File: config.mk
export PLATFORM = sky130hd
export DESIGN_NAME = fetch_stage
export DESIGN_NICKNAME = d
export VERILOG_FILES = /design/src/rtl/fetch_stage.sv
export SDC_FILE = /design/constraint.sdc
export NUM_CORES = 1
export LEC_CHECK = 0
export BUFFER_PORTS_ARGS = -buffer_cell sky130_fd_sc_hd__buf_2
export CAP_MARGIN = 10
export CORE_MARGIN = 5
export CORE_UTILIZATION = 42
export DETAILED_ROUTE_END_ITERATION = 8
export GPL_TIMING_DRIVEN = 0
export SLEW_MARGIN = 15
export SYNTH_ARGS = -nofsm -noshare
export SYNTH_HDL_FRONTEND = slang
export SYNTH_SLANG_ARGS = --single-unit
File: constraint.sdc
create_clock -name clk -period 2.75 [get_ports clk]
set_input_delay 0.4125 -clock clk [delete_from_list [all_inputs] [get_ports clk]]
set_output_delay 0.4125 -clock clk [all_outputs]
set_load 0.005 [all_outputs]
File: src/rtl/fetch_stage.sv
// fetch_stage: RV32I instruction fetch with IF/ID pipeline register.
// Owns the PC, issues word fetches over a req/ack handshake, and buffers one
// response in a skid register while decode is stalled. Redirects flush IF/ID.
// A fetch that is in flight when a redirect arrives still completes, and its
// data is thrown away.
module fetch_stage #(
    parameter logic [31:0] RESET_PC = 32'h0000_0000
) (
    input  logic        clk,
    input  logic        resetn,
    output logic        imem_req,
    output logic [31:0] imem_addr,
    input  logic        imem_ack,
    input  logic [31:0] imem_rdata,
    input  logic        redirect_valid,
    input  logic [31:0] redirect_pc,
    input  logic        stall,
    output logic        id_valid,
    output logic [31:0] id_pc,
    output logic [31:0] id_pc_plus4,
    output logic [31:0] id_instr,
    output logic [6:0]  id_opcode,
    output logic [2:0]  id_funct3,
    output logic [6:0]  id_funct7
);

    localparam logic [31:0] NOP = 32'h0000_0013;  // addi x0,x0,0

    typedef enum logic [1:0] {
        S_IDLE,
        S_REQ,
        S_HOLD,
        S_DROP
    } state_t;

    state_t      state, state_next;
    logic [31:0] pc, pc_next;
    logic [31:0] drop_addr;
    logic [31:0] skid_instr, skid_pc;
    logic [31:0] target;

    // Datapath control decoded from the FSM.
    logic        load_mem;   // IF/ID <= memory response
    logic        load_skid;  // skid  <= memory response
    logic        skid_to_id; // IF/ID <= skid buffer
    logic        flush;      // IF/ID <= bubble (redirect)
    logic        bubble;     // nothing new for decode this cycle
    logic        latch_drop; // remember address of the killed fetch

    // Redirect targets are always word aligned; the low two bits are masked off.
    assign target = redirect_pc & ~32'h0000_0003;

    // State register.
    // NOTE: sequential state is written with non-blocking (<=) so every
    // register samples pre-edge values regardless of statement order.
    always_ff @(posedge clk or negedge resetn) begin
        if (!resetn) state <= S_IDLE;
        else         state <= state_next;
    end

    // Next-state, next-PC and datapath control; redirect has top priority.
    // NOTE: every output of this block gets a default first, so no path
    // leaves a signal unassigned and no latch is inferred.
    always_comb begin
        state_next = state;
        pc_next    = pc;
        load_mem   = 1'b0;
        load_skid  = 1'b0;
        skid_to_id = 1'b0;
        flush      = 1'b0;
        bubble     = 1'b0;
        latch_drop = 1'b0;
        case (state)
            S_IDLE: begin
                state_next = S_REQ;
                if (redirect_valid) begin
                    pc_next = target;
                    flush   = 1'b1;
                end
            end
            S_REQ: begin
                if (redirect_valid) begin
                    pc_next = target;
                    flush   = 1'b1;
                    if (!imem_ack) begin
                        // The fetch stays on the bus at its old address.
                        state_next = S_DROP;
                        latch_drop = 1'b1;
                    end
                end else if (imem_ack) begin
                    pc_next = pc + 32'd4;
                    if (stall) begin
                        load_skid  = 1'b1;
                        state_next = S_HOLD;
                    end else begin
                        load_mem = 1'b1;
                    end
                end else if (!stall) begin
                    bubble = 1'b1;
                end
            end
            S_HOLD: begin
                if (redirect_valid) begin
                    pc_next    = target;
                    flush      = 1'b1;
                    state_next = S_REQ;
                end else if (!stall) begin
                    skid_to_id = 1'b1;
                    state_next = S_REQ;
                end
            end
            S_DROP: begin
                if (redirect_valid) begin
                    pc_next = target;
                    flush   = 1'b1;
                end
                if (imem_ack) state_next = S_REQ;
            end
            default: state_next = S_IDLE;
        endcase
    end

    // Memory request outputs: a killed fetch keeps its original address.
    always_comb begin
        imem_req  = (state == S_REQ) || (state == S_DROP);
        imem_addr = (state == S_DROP) ? drop_addr : pc;
    end

    // PC, skid buffer and drop address.
    always_ff @(posedge clk or negedge resetn) begin
        if (!resetn) begin
            pc         <= RESET_PC;
            drop_addr  <= 32'h0;
            skid_instr <= NOP;
            skid_pc    <= 32'h0;
        end else begin
            pc <= pc_next;
            if (latch_drop) drop_addr <= pc;
            if (load_skid) begin
                skid_instr <= imem_rdata;
                skid_pc    <= pc;
            end
        end
    end

    // IF/ID pipeline register: flush, load from memory, load from skid, or bubble.
    always_ff @(posedge clk or negedge resetn) begin
        if (!resetn) begin
            id_valid    <= 1'b0;
            id_instr    <= NOP;
            id_pc       <= 32'h0;
            id_pc_plus4 <= 32'd4;
        end else if (flush || bubble) begin
            id_valid <= 1'b0;
            id_instr <= NOP;
        end else if (load_mem) begin
            id_valid    <= 1'b1;
            id_instr    <= imem_rdata;
            id_pc       <= pc;
            id_pc_plus4 <= pc + 32'd4;
        end else if (skid_to_id) begin
            id_valid    <= 1'b1;
            id_instr    <= skid_instr;
            id_pc       <= skid_pc;
            id_pc_plus4 <= skid_pc + 32'd4;
        end
    end

    // Pre-split fields for the control unit.
    assign id_opcode = id_instr[6:0];
    assign id_funct3 = id_instr[14:12];
    assign id_funct7 = id_instr[31:25];

endmodule

Word level (Yosys, flattened, before mapping)
Index checks and enable logic that the tools add are counted.
{"block": "totals", "reg_bits": 227, "in_bits": 69, "output_inout_bits": 147, "wordCells": 72}
{"block": "op_classes", "n_addsub": 2, "eq_ne": 9, "mux": 41, "bitwise": 1, "n_reduce_logical": 10}
{"cell": "$mux W32", "count": 11}
{"cell": "$add A32 B3 Y32 const B", "count": 2}
{"cell": "$pmux W32 S2", "count": 1}
{"cell": "$mux W1", "count": 21}
{"cell": "$mux W2", "count": 7}
{"cell": "$ne A3 B3 Y1 const B", "count": 4}
{"cell": "$pmux W2 S4", "count": 1}
{"cell": "$reduce_and A5 Y1", "count": 1}
{"cell": "$eq A2 B2 Y1 const B", "count": 2}
{"cell": "$reduce_and A2 Y1", "count": 2}
{"cell": "$reduce_or A4 Y1", "count": 1}
{"cell": "$reduce_bool A3 Y1", "count": 1}
{"cell": "$reduce_or A3 Y1", "count": 1}
{"cell": "$eq A2 B1 Y1 const B", "count": 1}
{"cell": "$logic_not A2 Y1", "count": 1}
{"cell": "$logic_or A1 B1 Y1", "count": 2}
{"cell": "$ne A2 B1 Y1 const B", "count": 1}
{"cell": "$ne A2 B2 Y1 const B", "count": 1}
{"cell": "$reduce_bool A2 Y1", "count": 1}
{"cell": "$not A1 Y1", "count": 1}

Logic depth before layout (Yosys ltp)
{"block": "logic_depth", "depth_word": 7, "ltp_mapped": 8}

Least setup slack after synthesis
No wires, ideal clock.
{"block": "synth_timing", "kind": "reg-to-reg", "from": "register pc[3]", "to": "register id_pc_plus4[30]", "setup_ps": 126, "arrival_time_ps": 2189, "required_ps": 2624, "setup_slack_ps": 435, "path_stages_with_launch": 8, "path_buffers": 1, "synth_period_minus_slack_ps": 2315, "cell_sequence": "dfrtp_1 ha_1 nand3_2 or4_4 buf_6 nor4_4 xnor2_1 a221o_1"}
{"block": "synth_via", "elab_chain_cells": 2}
{"item": "start: declaration", "line": "37", "source": "logic [31:0] pc, pc_next;"}
{"item": "start signal: assignment", "line": "137", "source": "pc <= pc_next;"}
{"item": "$add A32 B3 Y32", "line": "160", "source": "id_pc_plus4 <= pc + 32'd4;"}
{"item": "$mux W32", "line": "156", "source": "end else if (load_mem) begin"}
{"item": "end signal: assignment", "line": "160"}
{"item": "end signal: assignment", "line": "165", "source": "id_pc_plus4 <= skid_pc + 32'd4;"}
{"item": "end: declaration", "line": "20", "source": "output logic [31:0] id_pc_plus4,"}
No other way between the ends.
A chain may end at the register's enable or synchronous reset.

Worst setup path after layout
{"block": "layout_timing", "from": "register pc[3]", "to": "register id_pc_plus4[28]"}
Same word-level chain as after synthesis.

==> tab_implementation.tex <==
\begin{tabular}{lr}
\hline
Metric & Value \\
\hline
\multicolumn{2}{l}{\textbf{Status}} \\
Run status & completed \\
\multicolumn{2}{l}{\textbf{CTS}} \\
Buffer depth of the longest clock path & 3 \\
H-tree lvl count & 1 \\
Clk Latency, worst-skew pair & 0.52 ns \\
Sink count of the clock tree & 217 \\
Post-CTS clock slew at the launch and capture registers of the worst setup and hold paths & 0.06 ns \\
TritonCTS clock tree & built \\
Count of buffers added by post-CTS timing repair for setup & 0 \\
Number of CTS-inserted buffers & 25 \\
CTS root buffer & sky130\_fd\_sc\_hd\_\_clkbuf\_16 \\
\multicolumn{2}{l}{\textbf{Timing}} \\
Max Fclk & 0.3844 GHz \\
Setup clock skew after layout & 0.01706 ns \\
Fin Setup TNS & 0 ns \\
Share of the clock period used by the worst path & 94.61\% \\
PnR worst setup slack & 0.1483 ns \\
Clock period minus final worst setup slack & 2.602 ns \\
Transition time at the pin with the least slew margin & 1.065 ns \\
Final Hold Fails & 0 \\
Hold Slack & 0.1048 ns \\
Final Slew Violations & 0 \\
Slew HR & 28.83\% \\
Setup Viol. Count Final & 0 \\
\multicolumn{2}{l}{\textbf{Routing}} \\
Remaining antenna violation count & 0 \\
Per-cell via count in the routed design & 5.506 \\
Final routed wire length divided by cell count & 20.22 um \\
Iteration-0 DRC Markers & 766 \\
Count of vias placed by the detailed router & 9305 \\
Total wirelength of the detailed-routed design & 34170 um \\
Total iterations of the first detailed-routing run & 8 \\
DRC & 0 \\
\multicolumn{2}{l}{\textbf{Finish}} \\
Antenna cell count & 0 \\
Area growth from synthesis to final layout & 21.64\% \\
Util after Layout & 51.77\% \\
Share of final-layout standard cells stronger than drive strength 1 & 32.84\% \\
Final design instance area without fill & 0.01345 mm\^{}2 \\
Nets & 1408 \\
Fill cell instance count of the final layout & 2472 \\
Non-filler instance count after layout & 1690 \\
Area used by multi-input combinational logic & 0.005047 mm\^{}2 \\
Footprint of the flip-flops and latches & 0.005440 mm\^{}2 \\
\multicolumn{2}{l}{\textbf{Place}} \\
Worst slack at placement & -0.2581 ns \\
Number of buffer cells added on primary ports & 207 \\
Cell area reported after detailed placement & 0.01260 mm\^{}2 \\
Cell count after placement & 1645 \\
Detailed-placement wirelength estimate & 25180 um \\
GP Congestion & 0.8849 \\
\multicolumn{2}{l}{\textbf{Hold path}} \\
Worst hold path class & in2reg \\
Hold Path Origin & redirect\_pc[11] \\
\multicolumn{2}{l}{\textbf{Logic synthesis}} \\
Number of enable-type register cells in the synthesized netlist & 0 \\
Commonest cells in the netlist & 210 x sky130\_fd\_sc\_hd\_\_dfrtp\_1, 166 x sky130\_fd\_sc\_hd\_\_nand2\_1, 118 x sky130\_fd\_sc\_hd\_\_mux2\_2 \\
Sequential element share of the synthesized area & 49.18\% \\
Async S/R FF share, synth & 100.0\% \\
Synth Warn \# & 0 \\
Largest area contributor in the synthesized netlist & sky130\_fd\_sc\_hd\_\_dfrtp\_1 \\
Fraction of post-synthesis cell area in the top cell type by area & 47.52\% \\
Netlist Area Pre-Place & 0.01106 mm\^{}2 \\
Flops \& latches, synth & 217 \\
Top-count cell post-synth & sky130\_fd\_sc\_hd\_\_dfrtp\_1 \\
Post-synth cell types & 61 \\
Avg Inst Size Synth & 10.09 um\^{}2 \\
Syn Inst Count & 1096 \\
Most area-consuming cells after synthesis & sky130\_fd\_sc\_hd\_\_dfrtp\_1 48\%, sky130\_fd\_sc\_hd\_\_mux2\_2 12\%, sky130\_fd\_sc\_hd\_\_nand2\_1 5.6\% \\
Top FF cell, synth & sky130\_fd\_sc\_hd\_\_dfrtp\_1 \\
\multicolumn{2}{l}{\textbf{Critical path}} \\
Crit Reg-Reg Endpoint & id\_pc\_plus4[28] \\
Reg2reg setup slack & 0.15 ns \\
Setup crit start & pc[3] \\
Highest fanout seen on the critical path & 10 \\
Start-to-end type of the worst setup path & reg2reg \\
Capturing instance or port of the critical path & id\_pc\_plus4[28] \\
FF-to-FF Start & pc[3] \\
Endpoint required time on the critical path & 3.12 ns \\
Reg2reg path depth & 7 \\
Kind of launch point of the worst setup path & register \\
Endpoint kind of the worst setup timing path & register \\
Data arrival at the endpoint of the critical path & 2.97 ns \\
\multicolumn{2}{l}{\textbf{Flow run}} \\
MaxCap Viol Count & 0 \\
\multicolumn{2}{l}{\textbf{Die}} \\
Vertical extent of the die & 172.3 um \\
Core ar. & 0.02598 mm\^{}2 \\
Die footprint & 0.02968 mm\^{}2 \\
Floorplan row count & 59 \\
Number of I/O pins & 216 \\
Die Span X & 172.3 um \\
Starting density of the core & 42.56\% \\
\multicolumn{2}{l}{\textbf{Global route}} \\
Vias in the first global route & 9054 \\
Residual overflow from global routing & 0 \\
Maximum number of pins on one net before global-route repair & 92 \\
Global-route wire length before repair & 52540 um \\
Total Routing Usage GR & 22.62\% \\
Antenna violations before repair & 0 \\
\multicolumn{2}{l}{\textbf{Pwr}} \\
Switching pwr & 3.369 mW \\
Net switching fraction of the power & 31.54\% \\
Part of the power in combinational logic & 25.9\% \\
Static power due to leakage & 5.993 nW \\
Largest vdd supply drop & 0.4733 mV \\
Cell-internal power & 7.315 mW \\
Power density over the cells & 794.2 mW/mm\^{}2 \\
Clock share of power & 30.5\% \\
Reg power frac & 43.6\% \\
Overall Power & 10.68 mW \\
\hline
\end{tabular}
## power groups by stage
stage / sequential [mW] / combinational (mW) / clock [mW]
global placement: 4.66 / 2.74 / 0
floorplan: 4.57 / 1.64 / 0
global route: 4.77 / 3.09 / 3.47
CTS: 4.65 / 2.80 / 3.33
finish: 4.66 / 2.76 / 3.26
detailed placement: 4.71 / 2.79 / 0
## final cells by class
| cell class | instances | share of cell area, % |
|---|---|---|
| inverters | 18 | 0.5022 |
| clock buffers | 41 | 5.841 |
| repair buffers | 210 | 8.259 |
| multi-input cells | 753 | 37.52 |
| plain buffers | 112 | 4.148 |
| flip-flops and latches | 217 | 40.44 |
| clock inverters | 4 | 0.1767 |
| well taps | 335 | 3.116 |
## flip-flops by register name, summed over array words and instances (netlist names)
name,count
id_instr,32
skid_instr,32
drop_addr,30
id_pc,30
id_pc_plus4,30
pc,30
skid_pc,30
state,2
id_valid,1
## worst min path at each step
| stage | slack, ns | cells after the start | end |
|---|---|---|---|
| 6_report | 0.10 | 3 | pc[11] |
| 5_1_grt | 0.11 | 3 | pc[11] |
| 4_1_cts | 0.09 | 3 | pc[11] |
| 3_5_place_dp | 0.45 | 2 | id_pc_plus4[2] |
| 3_3_place_gp | 0.44 | 2 | id_pc_plus4[2] |
| 2_1_floorplan | 0.12 | 0 | drop_addr[10] |
## cells by family after synthesis
kind of cell	share of synthesized area, %
fa+ha+maj	0.2262
mux	15.54
simple gates	14.82
xor+xnor	4.197
other cells	0.03391
flops	49.18
buf+inv	5.555
compound gates	10.44
## cell usage in the layout (no fill, tap or decap), drive strengths merged, types with 6 or more instances in the layout
cell type | netlist | layout
a21oi | 33 | 33
a31oi | 27 | 27
buf | 50 | 257
clkbuf | 63 | 105
conb | 1 | 6
dfrtp | 210 | 210
dfstp | 7 | 7
inv | 17 | 18
mux2 | 118 | 118
mux2i | 39 | 39
nand2 | 166 | 166
nand3 | 21 | 21
nand4 | 23 | 23
nor2 | 71 | 71
nor3 | 19 | 19
nor4 | 15 | 15
o21ai | 64 | 64
o221ai | 8 | 8
o22ai | 8 | 8
o31ai | 6 | 6
or4 | 7 | 7
xnor2 | 35 | 35
xor2 | 18 | 18
## layer usage
| metal | vias up | share of wire [%] | routed length (um) | GRT usage (%) |
|---|---|---|---|---|
| met5 | - | 0 | 0 | 0 |
| met4 | 0 | 1.7 | 564 | 4.956 |
| met3 | 41 | 7.8 | 2663 | 3.909 |
| met2 | 365 | 45 | 15300 | 35.60 |
| met1 | 4584 | 46 | 15640 | 33.02 |
| li1 | 4315 | - | - | - |
## worst max-delay path: stages (launching register included)
cell	delay, ns
sky130_fd_sc_hd__dfrtp_2	0.49
sky130_fd_sc_hd__ha_1	0.32
sky130_fd_sc_hd__nand3_2	0.19
sky130_fd_sc_hd__or4_4	0.57
sky130_fd_sc_hd__buf_6	0.17
sky130_fd_sc_hd__nor4_4	0.40
sky130_fd_sc_hd__xnor2_1	0.17
sky130_fd_sc_hd__o221ai_1	0.14
## what timing repair did
item,in CTS,in global routing
endpoints found under the hold margin,82,0
pin swaps,0,1
setup endpoints to repair,32,100
gates resized for setup,7,17
hold buffers,1,0
Note: power is estimated with default switching activity, not from simulation.
